### src/rtl/intc_pkg.sv
// Shared types and defaults for the interrupt controller.
package intc_pkg;

  localparam int unsigned N_SRC_DEF = 4;
  localparam int unsigned VEC_W_DEF = 10;

  // Controller sequencing states
  typedef enum logic [1:0] {
    ST_IDLE    = 2'd0,
    ST_ENTER   = 2'd1,
    ST_SERVICE = 2'd2
  } intc_state_e;

  // Index width that stays legal for a single source
  function automatic int unsigned idx_width(input int unsigned n);
    return (n > 1) ? $clog2(n) : 1;
  endfunction

endpackage

### src/rtl/prio_enc.sv
// Lowest-index-first priority encoder: idx names the lowest set request bit.
module prio_enc
  import intc_pkg::*;
#(
  parameter int unsigned N_SRC = N_SRC_DEF,
  parameter int unsigned IDX_W = idx_width(N_SRC)
) (
  input  logic [N_SRC-1:0] req,
  output logic             any,
  output logic [IDX_W-1:0] idx
);

  // Scan from the top down so the lowest set index is written last
  always_comb begin
    any = |req;
    idx = '0;
    for (int i = int'(N_SRC) - 1; i >= 0; i--) begin
      if (req[i]) begin
        idx = IDX_W'(i);
      end
    end
  end

endmodule

### src/rtl/interrupt_ctrl.sv
// Multi-source interrupt controller: edge capture, pending/mask registers,
// fixed-priority selection and the entry/service handshake with the control unit.
module interrupt_ctrl
  import intc_pkg::*;
#(
  parameter int unsigned N_SRC      = N_SRC_DEF,
  parameter int unsigned VEC_W      = VEC_W_DEF,
  parameter int unsigned VEC_BASE   = 'h3C0,
  parameter int unsigned VEC_STRIDE = 16
) (
  input  logic             clk,
  input  logic             reset_n,
  input  logic [N_SRC-1:0] irq,
  input  logic             mask_we,
  input  logic [N_SRC-1:0] mask_in,
  input  logic             fin_interrup,
  output logic             s_interrup,
  output logic [VEC_W-1:0] vector,
  output logic             busy,
  output logic [N_SRC-1:0] pending
);

  localparam int unsigned IDX_W = idx_width(N_SRC);

  logic [N_SRC-1:0] r_irq_q;
  logic [N_SRC-1:0] r_pending;
  logic [N_SRC-1:0] r_mask;
  intc_state_e      r_state;
  logic [IDX_W-1:0] r_cur_idx;

  logic [N_SRC-1:0] w_rise;
  logic [N_SRC-1:0] w_elig;
  logic [N_SRC-1:0] w_clr;
  logic             w_any;
  logic [IDX_W-1:0] w_idx;
  logic             w_grant;
  logic [VEC_W-1:0] w_vec;

  assign w_rise  = irq & ~r_irq_q;
  assign w_elig  = r_pending & r_mask;
  assign w_grant = (r_state == ST_IDLE) && w_any;

  prio_enc #(
    .N_SRC (N_SRC),
    .IDX_W (IDX_W)
  ) u_prio_enc (
    .req (w_elig),
    .any (w_any),
    .idx (w_idx)
  );

  // One-hot clear of the granted pending bit
  always_comb begin
    w_clr = '0;
    for (int i = 0; i < int'(N_SRC); i++) begin
      w_clr[i] = w_grant && (w_idx == IDX_W'(i));
    end
  end

  // Edge detector history and pending bits; a new edge beats the grant clear
  always_ff @(posedge clk) begin
    if (!reset_n) begin
      r_irq_q   <= '0;
      r_pending <= '0;
    end else begin
      r_irq_q   <= irq;
      r_pending <= (r_pending & ~w_clr) | w_rise;
    end
  end

  // Enable mask written by software
  always_ff @(posedge clk) begin
    if (!reset_n) begin
      r_mask <= '0;
    end else if (mask_we) begin
      r_mask <= mask_in;
    end
  end

  // Entry sequencing: one ENTER cycle, then hold in SERVICE until end-of-interrupt
  always_ff @(posedge clk) begin
    if (!reset_n) begin
      r_state   <= ST_IDLE;
      r_cur_idx <= '0;
    end else begin
      unique case (r_state)
        ST_IDLE: begin
          if (w_any) begin
            r_state   <= ST_ENTER;
            r_cur_idx <= w_idx;
          end
        end
        ST_ENTER: begin
          r_state <= ST_SERVICE;
        end
        ST_SERVICE: begin
          if (fin_interrup) begin
            r_state <= ST_IDLE;
          end
        end
        default: begin
          r_state <= ST_IDLE;
        end
      endcase
    end
  end

  // Handler address wraps modulo 2^VEC_W by construction of the operand widths
  assign w_vec = VEC_W'(VEC_BASE) + VEC_W'(r_cur_idx) * VEC_W'(VEC_STRIDE);

  // Outputs decode only registered state, never the inputs
  assign s_interrup = (r_state == ST_ENTER);
  assign vector     = (r_state == ST_ENTER) ? w_vec : '0;
  assign busy       = (r_state != ST_IDLE);
  assign pending    = r_pending;

endmodule

### config.mk
export PLATFORM = sky130hd
export DESIGN_NAME = interrupt_ctrl
export DESIGN_NICKNAME = d
export VERILOG_FILES = /design/src/rtl/intc_pkg.sv /design/src/rtl/prio_enc.sv /design/src/rtl/interrupt_ctrl.sv
export SDC_FILE = /design/constraint.sdc
export NUM_CORES = 1
export LEC_CHECK = 0
export ABC_AREA = 1
export CAP_MARGIN = 15
export CORE_MARGIN = 8
export CORE_UTILIZATION = 30
export CTS_BUF_LIST = sky130_fd_sc_hd__clkbuf_4 sky130_fd_sc_hd__clkbuf_8
export DETAILED_ROUTE_END_ITERATION = 10
export HOLD_SLACK_MARGIN = 0.12
export PLACE_DENSITY = 0.67
export SKIP_CTS_REPAIR_TIMING = 1
export SYNTH_ARGS = -nofsm -noshare
export SYNTH_HDL_FRONTEND = slang
export SYNTH_HIERARCHICAL = 1
export SYNTH_SLANG_ARGS = --single-unit
export TNS_END_PERCENT = 50
### constraint.sdc
create_clock -name clk -period 1.3 [get_ports clk]
set_input_delay 0.26 -clock clk [delete_from_list [all_inputs] [get_ports clk]]
set_output_delay 0.26 -clock clk [all_outputs]
set_load 0.1 [all_outputs]
==> results_dict.tcl <==
set metrics [dict create \
    start_kind "register" \
    rsz0062_at_grt "yes" \
    drtAntennaViolNets 0 \
    clk_pin_slew_ns 0.09 \
    fin_skew_ns 0.00256 \
    critical_path.startpoint "r_state[1]$_SDFFE_PN0P_" \
    synth-seq-cells 16 \
    gp_congestion 0.708 \
    period_share_pct 114 \
    grtUsageTotal_pct 7.44 \
    htreeDepth 1 \
    synth_top_area_share_pct 39.3 \
    initial_core_util_pct 30.6 \
    violations "setup timing" \
    required_ns 1.04 \
    crit_chain "inv_2 -> nand2_4 -> clkinvlp_4 -> buf_12" \
    setup_viol 7 \
    end_kind "output port" \
    cts_buffers 3 \
    crit_end "vector[8]" \
    crit_type "reg2out" \
    hold_class "reg2reg" \
    ys_top_cells_by_area "dfxtp_1 39%, nand2_1 12%, inv_1 9.7%" \
    rows 19 \
    final_common_cell "nand2_1" \
    reg2reg_to "pending[2]$_SDFF_PN0_" \
    antenna_found_initial 0 \
    grt_max_degree 11 \
    hold_depth 2 \
    hold_violations 0 \
    wl_per_cell_um 9.06 \
    dpl.hpwl_um 1370 \
    cts_root_buf "clkbuf_4" \
    whs_ns 0.481 \
    die_w_um 68.1 \
    fmax_ghz 0.672 \
    crit_buf_inv 3 \
    clock_latency_ns 0.28 \
    pwr_density_cell_nw_per_um2 1240 \
    core_area_um2 2660 \
    rr_startpoint "pending[0]$_SDFF_PN0_" \
    fin_nets 156 \
    syn_inst 120 \
    crit_family "buffers and inverters" \
    yosys.cell_types.count 18 \
    synth-seq-area-share_pct 39.3 \
    syn_area_um2 815 \
    drc 0 \
    cp_slowest_cell "dfxtp_2" \
    tns_ns -1.00 \
    antenna_cells 0 \
    post-place-ws_ns 0.00261 \
    overflow 0 \
    ir_drop_mv 0.857 \
    portBuffers 23 \
    worstPathArrival_ns 1.23 \
    syn2layout_area_growth_pct 49.6 \
    path_depth 4 \
    wl_um 1580 \
    drt_first_iter_violations 17 \
    cts_tree "done" \
    fill_cells 268 \
    critPathMaxStageDelay_ns 0.35 \
    maxCapViolCount 0 \
    grt_pass1_wl_um 2690 \
    die_area_um2 4640 \
    reg2regPathDepth 10 \
    yosys.area.top_type "dfxtp_1" \
    io_pins 28 \
    drive_gt1_share_pct 26.6 \
    r2r_slack_ns 0.04 \
    grt_pass1_vias 702 \
    clock-sinks 16 \
    synth_warnings 6 \
    mostFrequentLayoutCells "26 x nand2_1, 19 x inv_1, 16 x nor2_1" \
    die_h_um 68.1 \
    routed_via_density 4.06 \
    clockBufferDepth 2 \
    finalPower_mw 1.52 \
    finalMaxSlewViolations 0 \
    min_period_ns 1.49 \
    num_vias 707 \
    status "finished, violations left" \
    syn_avg_cell_area_um2 6.79 \
    fin_ws_ns -0.188 \
    firstDrtPassIters 4 \
    p_leak_nw 0.598 \
    worstPathMaxFanout 5 \
]
worst min-delay path by stage:
stage | start | end
global placement | r_irq_q[3]$_SDFF_PN0_ | pending[3]$_SDFF_PN0_
detailed placement | r_irq_q[1]$_SDFF_PN0_ | pending[1]$_SDFF_PN0_
CTS | r_irq_q[1]$_SDFF_PN0_ | pending[1]$_SDFF_PN0_
floorplan | irq[0] | r_irq_q[0]$_SDFF_PN0_
global route | r_cur_idx[1]$_SDFFE_PN0P_ | r_cur_idx[1]$_SDFFE_PN0P_
finish | r_irq_q[0]$_SDFF_PN0_ | pending[0]$_SDFF_PN0_
synth_stat cells, drive strengths merged:
library cell / number
nand3: 6
clkinv: 2
or2: 4
nand2: 27
nand4: 1
o21ai: 4
inv: 24
buf: 11
dfxtp: 16
a21oi: 4
nor3: 1
conb: 1
nor2: 19
logic make-up (layout without fill, tap and decap cells):
family / count (synthesis) / in the layout / share of synthesized area [%]
simple gates: 58 / 58 / 31.0
buf+inv: 37 / 57 / 23.3
flops: 16 / 16 / 39.3
compound gates: 8 / 8 / 5.84
other cells: 1 / 4 / 0.460
layout make-up:
| type | instances | area (um^2) | area share, % |
|---|---|---|---|
| multi-input cells | 70 | 328 | 26.9 |
| inverters | 26 | 104 | 8.52 |
| flip-flops and latches | 16 | 338 | 27.7 |
| clock buffers | 4 | 30.0 | 2.46 |
| repair buffers | 27 | 380 | 31.2 |
| well taps | 31 | 38.8 | 3.18 |
sequential cells by signal, summed over array words and instances (netlist names):
| signal | flops |
|---|---|
| pending | 4 |
| r_cur_idx | 2 |
| r_irq_q | 4 |
| r_mask | 4 |
| r_state | 2 |
metal layers:
metal  global-route usage [%]  vias up  wire length (um)
li1                         -      384                 -
met1                     7.22      303               670
met2                     13.7       18               768
met3                     2.45        2               118
met4                     3.84        0                19
met5                        0        -                 0
power breakdown:
group / switching (mW) / leakage (nW) / internal (mW)
clock: 0.156 / 0.0184 / 0.140
sequential: 0.0335 / 0.136 / 0.535
combinational: 0.429 / 0.443 / 0.222
worst register-to-register path: cells and delay by family, from the launching register on:
kind,cells,cell delay (ns)
buf+inv,3,0.20
flops,1,0.37
simple gates,6,0.43
compound gates,1,0.16
per-stage QoR:
stage | util [%] | cell area (um^2) | cells
6_report | 45.8 | 1220 | 174
3_3_place_gp | 44.6 | 1190 | 170
4_1_cts | 45.7 | 1220 | 174
3_5_place_dp | 44.6 | 1190 | 170
5_1_grt | 45.8 | 1220 | 174
2_1_floorplan | - | 908 | 123
No activity file was read; power rests on OpenSTA's default activity.
==> patch 1: new RTL, config.mk and constraints unchanged <==
Set the package constant `VEC_W_DEF` to 20 (it was 10).
--- a/src/rtl/intc_pkg.sv
+++ b/src/rtl/intc_pkg.sv
@@ -3,5 +3,5 @@
 
   localparam int unsigned N_SRC_DEF = 4;
-  localparam int unsigned VEC_W_DEF = 10;
+  localparam int unsigned VEC_W_DEF = 20;
 
   // Controller sequencing states
Interface: changed (resized vector); port bits go from 28 to 38. The function was not compared with the original's and may differ.
==> patch 1 against the unedited design <==
- the flow still finishes with violations (setup timing)
- clock power is 10% lower
- fmax is 1.8% higher
- cell area is 4.8% higher
- global-route usage is 0.48 points lower
- critical path type unchanged
- wire length is 11% higher
- synthesized area is 9.2% higher
- total power is 7.3% higher
- non-clock buffer count is 2 higher
- sequential share of layout area is 1.3 points lower
- worst setup slack better by 26 ps
- sequential cell count stayed put
==> patch 1: results (changes against the unedited design) <==
Failing checks -> setup timing
Via count -> 742 (+5.0%)
Commonest cells in the netlist -> nand2_1 (27), inv_1 (21), buf_4 (19)
Hold_sp -> r_irq_q[2]
Fin worst setup slack -> -162 ps (+26.4 ps)
Layout cells sized above 1 -> 25.2% (-1.4 points)
Static Leak -> 0.000636 uW (+6.4%)
Seq/Total Area, Yosys -> 36.0% (-3.3 points)
Synth Flop Type -> dfxtp_1
Worst Path Arrival -> 1200 ps (-30 ps)
Hpwl dp -> 1.50 mm (+9.3%)
CTS root buf -> clkbuf_4
DRT iter0 DRCs -> 6 (-11)
Fin nets -> 168 (+7.7%)
Synth area leaders -> dfxtp_1 (36%), buf_4 (16%), nand2_1 (11%)
Dpl cells -> 180 (+5.9%)
Yosys warns -> 6 (unchanged)
Synth Instances -> 130 (+8.3%)
# setup viols final -> 7 (unchanged)
R2r startpoint -> pending[2]
Setup Slack @ Placement -> 3.39 ps (+0.772 ps)
Max IR drop VDD -> 0.000904 V (+5.4%)
Aggregate global-route resource usage -> 6.96% (-0.48 points)
Setup TNS -> -1060 ps (-62.2 ps)
# fillers -> 284 (+6.0%)
Final Routed Wirelength -> 1.75 mm (+11%)
Final Skew -> 1.62 ps (-0.940 ps)
Number of vias per cell -> 3.99 (-1.8%)
Number of global-route vias before repair -> 725 (+3.3%)
Outcome -> complete, but fails checks
[patch 1: cell count changes after synthesis]
cell,unedited run,this run
buf_4,9,19
[patch 1: worst paths after layout]
kind / endpoint / slack, ps
hold reg to reg: pending[2] / 480
setup reg to reg: pending[1] / 90
setup / recovery: vector[7] / -160
hold / removal: pending[2] / 480
[patch 1: final cells by class]
type                    instances  area share, %
repair buffers                 29           30.9
multi-input cells              80           29.4
flip-flops and latches         16           26.4
inverters                      26           8.13
well taps                      31           3.04
clock buffers                   3           1.76
clock inverters                 1          0.294
[patch 1: logic make-up (layout without fill, tap and decap cells)]
family | Yosys count | after routing | synth area share (%)
AND/OR/NAND/NOR | 58 | 58 | 28.4
flip-flops | 16 | 16 | 36.0
buffers and inverters | 47 | 59 | 29.8
AO/OA/AOI/OAI | 8 | 8 | 5.35
other | 1 | 14 | 0.422
[patch 1: stage by stage]
stage | hold slack (ps) | instance area (um2)
global route | 516 | 1280
detailed placement | 466 | 1220
CTS | 481 | 1250
finish | 481 | 1280
floorplan | 365 | 1020
global placement | 465 | 1220
[patch 1: power breakdown]
part           switching, uW  internal (uW)
Clock                    153            112
Sequential              35.3            535
Combinational            563            229
Total                    751            876
[patch 1: critical path, stage by stage, from the launching register on]
cell,delay [ps]
dfxtp_2,350
inv_2,50
nand2_4,60
clkinvlp_4,210
buf_12,240
[patch 1: routing by layer]
layer | global-route usage [%] | vias to the layer above | routed length (um)
met5 | 0 | - | 0
met4 | 3.35 | 0 | 19
met3 | 3.81 | 2 | 125
met2 | 11.3 | 25 | 898
met1 | 7.12 | 313 | 711
li1 | - | 402 | -
==> patch 2: new RTL, config.mk and constraints unchanged <==
Made on the original files. Add an input register stage for `irq`, `mask_we`, `mask_in` and `fin_interrup`, cleared by the reset; this delays them by one clock.
--- a/src/rtl/interrupt_ctrl.sv
+++ b/src/rtl/interrupt_ctrl.sv
@@ -23,4 +23,23 @@
   localparam int unsigned IDX_W = idx_width(N_SRC);
 
+  logic [N_SRC-1:0] irq_q;
+  logic mask_we_q;
+  logic [N_SRC-1:0] mask_q;
+  logic fin_interrup_q;
+
+  always_ff @(posedge clk) begin
+    if (!reset_n) begin
+      irq_q          <= '0;
+      mask_we_q      <= '0;
+      mask_q         <= '0;
+      fin_interrup_q <= '0;
+    end else begin
+      irq_q          <= irq;
+      mask_we_q      <= mask_we;
+      mask_q         <= mask_in;
+      fin_interrup_q <= fin_interrup;
+    end
+  end
+
   logic [N_SRC-1:0] r_irq_q;
   logic [N_SRC-1:0] r_pending;
@@ -37,5 +56,5 @@
   logic [VEC_W-1:0] w_vec;
 
-  assign w_rise  = irq & ~r_irq_q;
+  assign w_rise  = irq_q & ~r_irq_q;
   assign w_elig  = r_pending & r_mask;
   assign w_grant = (r_state == ST_IDLE) && w_any;
@@ -64,5 +83,5 @@
       r_pending <= '0;
     end else begin
-      r_irq_q   <= irq;
+      r_irq_q   <= irq_q;
       r_pending <= (r_pending & ~w_clr) | w_rise;
     end
@@ -73,6 +92,6 @@
     if (!reset_n) begin
       r_mask <= '0;
-    end else if (mask_we) begin
-      r_mask <= mask_in;
+    end else if (mask_we_q) begin
+      r_mask <= mask_q;
     end
   end
@@ -95,5 +114,5 @@
         end
         ST_SERVICE: begin
-          if (fin_interrup) begin
+          if (fin_interrup_q) begin
             r_state <= ST_IDLE;
           end
Check against the original RTL: not equivalent (Yosys sat finds a counterexample within 4 cycles, from zero or initial values and one cycle with reset_n low).
==> patch 2 against the unedited design <==
- via count up 23%
- the run still ends with setup timing left
- cell area up 28%
- wire length up 23%
- worst setup slack better by 17 ps
- utilization down 2.6 points
- combinational power down 28%
- synthesized area up 35%
- sequential cell count up 10
- first-iteration DRC count up 41%
- clock power up 120%
- total power up 32%
- count of clock-buffer cells in the layout down 1
- largest cell class is now registers
- critical path depth unchanged
==> patch 2: results (changes against the unedited design) <==
Outcome -> complete, but fails checks
Failing checks -> setup timing
Static Leak -> 0.000809 uW (+35%)
# fillers -> 349 (+30%)
Commonest cells in the netlist -> nand2_1 (37), inv_1 (33), dfxtp_1 (26)
Aggregate global-route resource usage -> 6.91% (-0.53 points)
Hold Path End -> r_irq_q[0]
R2r startpoint -> pending[2]
Data buffer area share -> 24.9% (-6.3 points)
Pin count of the biggest net entering global routing -> 16 (+5)
Hold_ws -> 432 ps (-48.8 ps)
Seq/Total Area, Yosys -> 47.3% (+7.9 points)
Hpwl dp -> 1.61 mm (+18%)
Grt met2 use -> 11.1% (-2.6 points)
Reg area -> 538 um2 (+59%)
Max IR drop VDD -> 0.000680 V (-21%)
Die area -> 5860 um2 (+26%)
Dpl cells -> 218 (+28%)
Fin worst setup slack -> -171 ps (+17.5 ps)
# setup viols final -> 7 (unchanged)
Worst setup endpoint -> vector[7]
RR Endpoint -> pending[1]
Sequential cell count -> 26 (+10)
Wirelength per Cell -> 8.72 um (-3.7%)
Number of global-route vias before repair -> 788 (+12%)
Final Skew -> 1.97 ps (-0.590 ps)
GPL Wtd Cong -> 0.758 (+7.1%)
Synth area leaders -> dfxtp_1 (47%), nand2_1 (13%), inv_1 (11%)
Wire length on met1 -> 895 um (+34%)
Invs w/o clock -> 36 (+38%)
Sw Ratio -> 29.0% (-12 points)
CTS root buf -> clkbuf_8
Fin nets -> 187 (+20%)
Clock power frac -> 32.7% (+13 points)
-- patch 2: cell types whose count changed in the layout (fill, tap and decap cells not counted), sizes merged --
| cell | change |
|---|---|
| inv | +12 |
| nand2 | +10 |
| bufinv | +1 |
| clkinv | -2 |
| buf | +1 |
| clkbuf | -1 |
| dfxtp | +10 |
-- patch 2: through the flow --
stage	setup TNS [ps]	setup WS [ps]	total power, uW	area [um2]	utilization (%)
after global placement	0	12.5	1360	1480	41.1
final	-859	-171	2000	1560	43.1
after floorplan	-1800	-313	1250	1190	-
after CTS	-1100	-198	2030	1550	43.1
after global routing	-1380	-235	2080	1560	43.1
after detailed placement	-47.3	-15.4	1370	1480	41.1
-- patch 2: worst min-delay path, stage by stage (launching register included) --
cell and delay [ps]:
dfxtp_1 310, nand2_1 50, inv_1 50
-- patch 2: cells by family after synthesis --
logic type,after synthesis,share of synthesized area (%)
compound gates,8,4.32
flops,26,47.3
simple gates,68,25.8
buf+inv,49,22.3
other cells,1,0.341
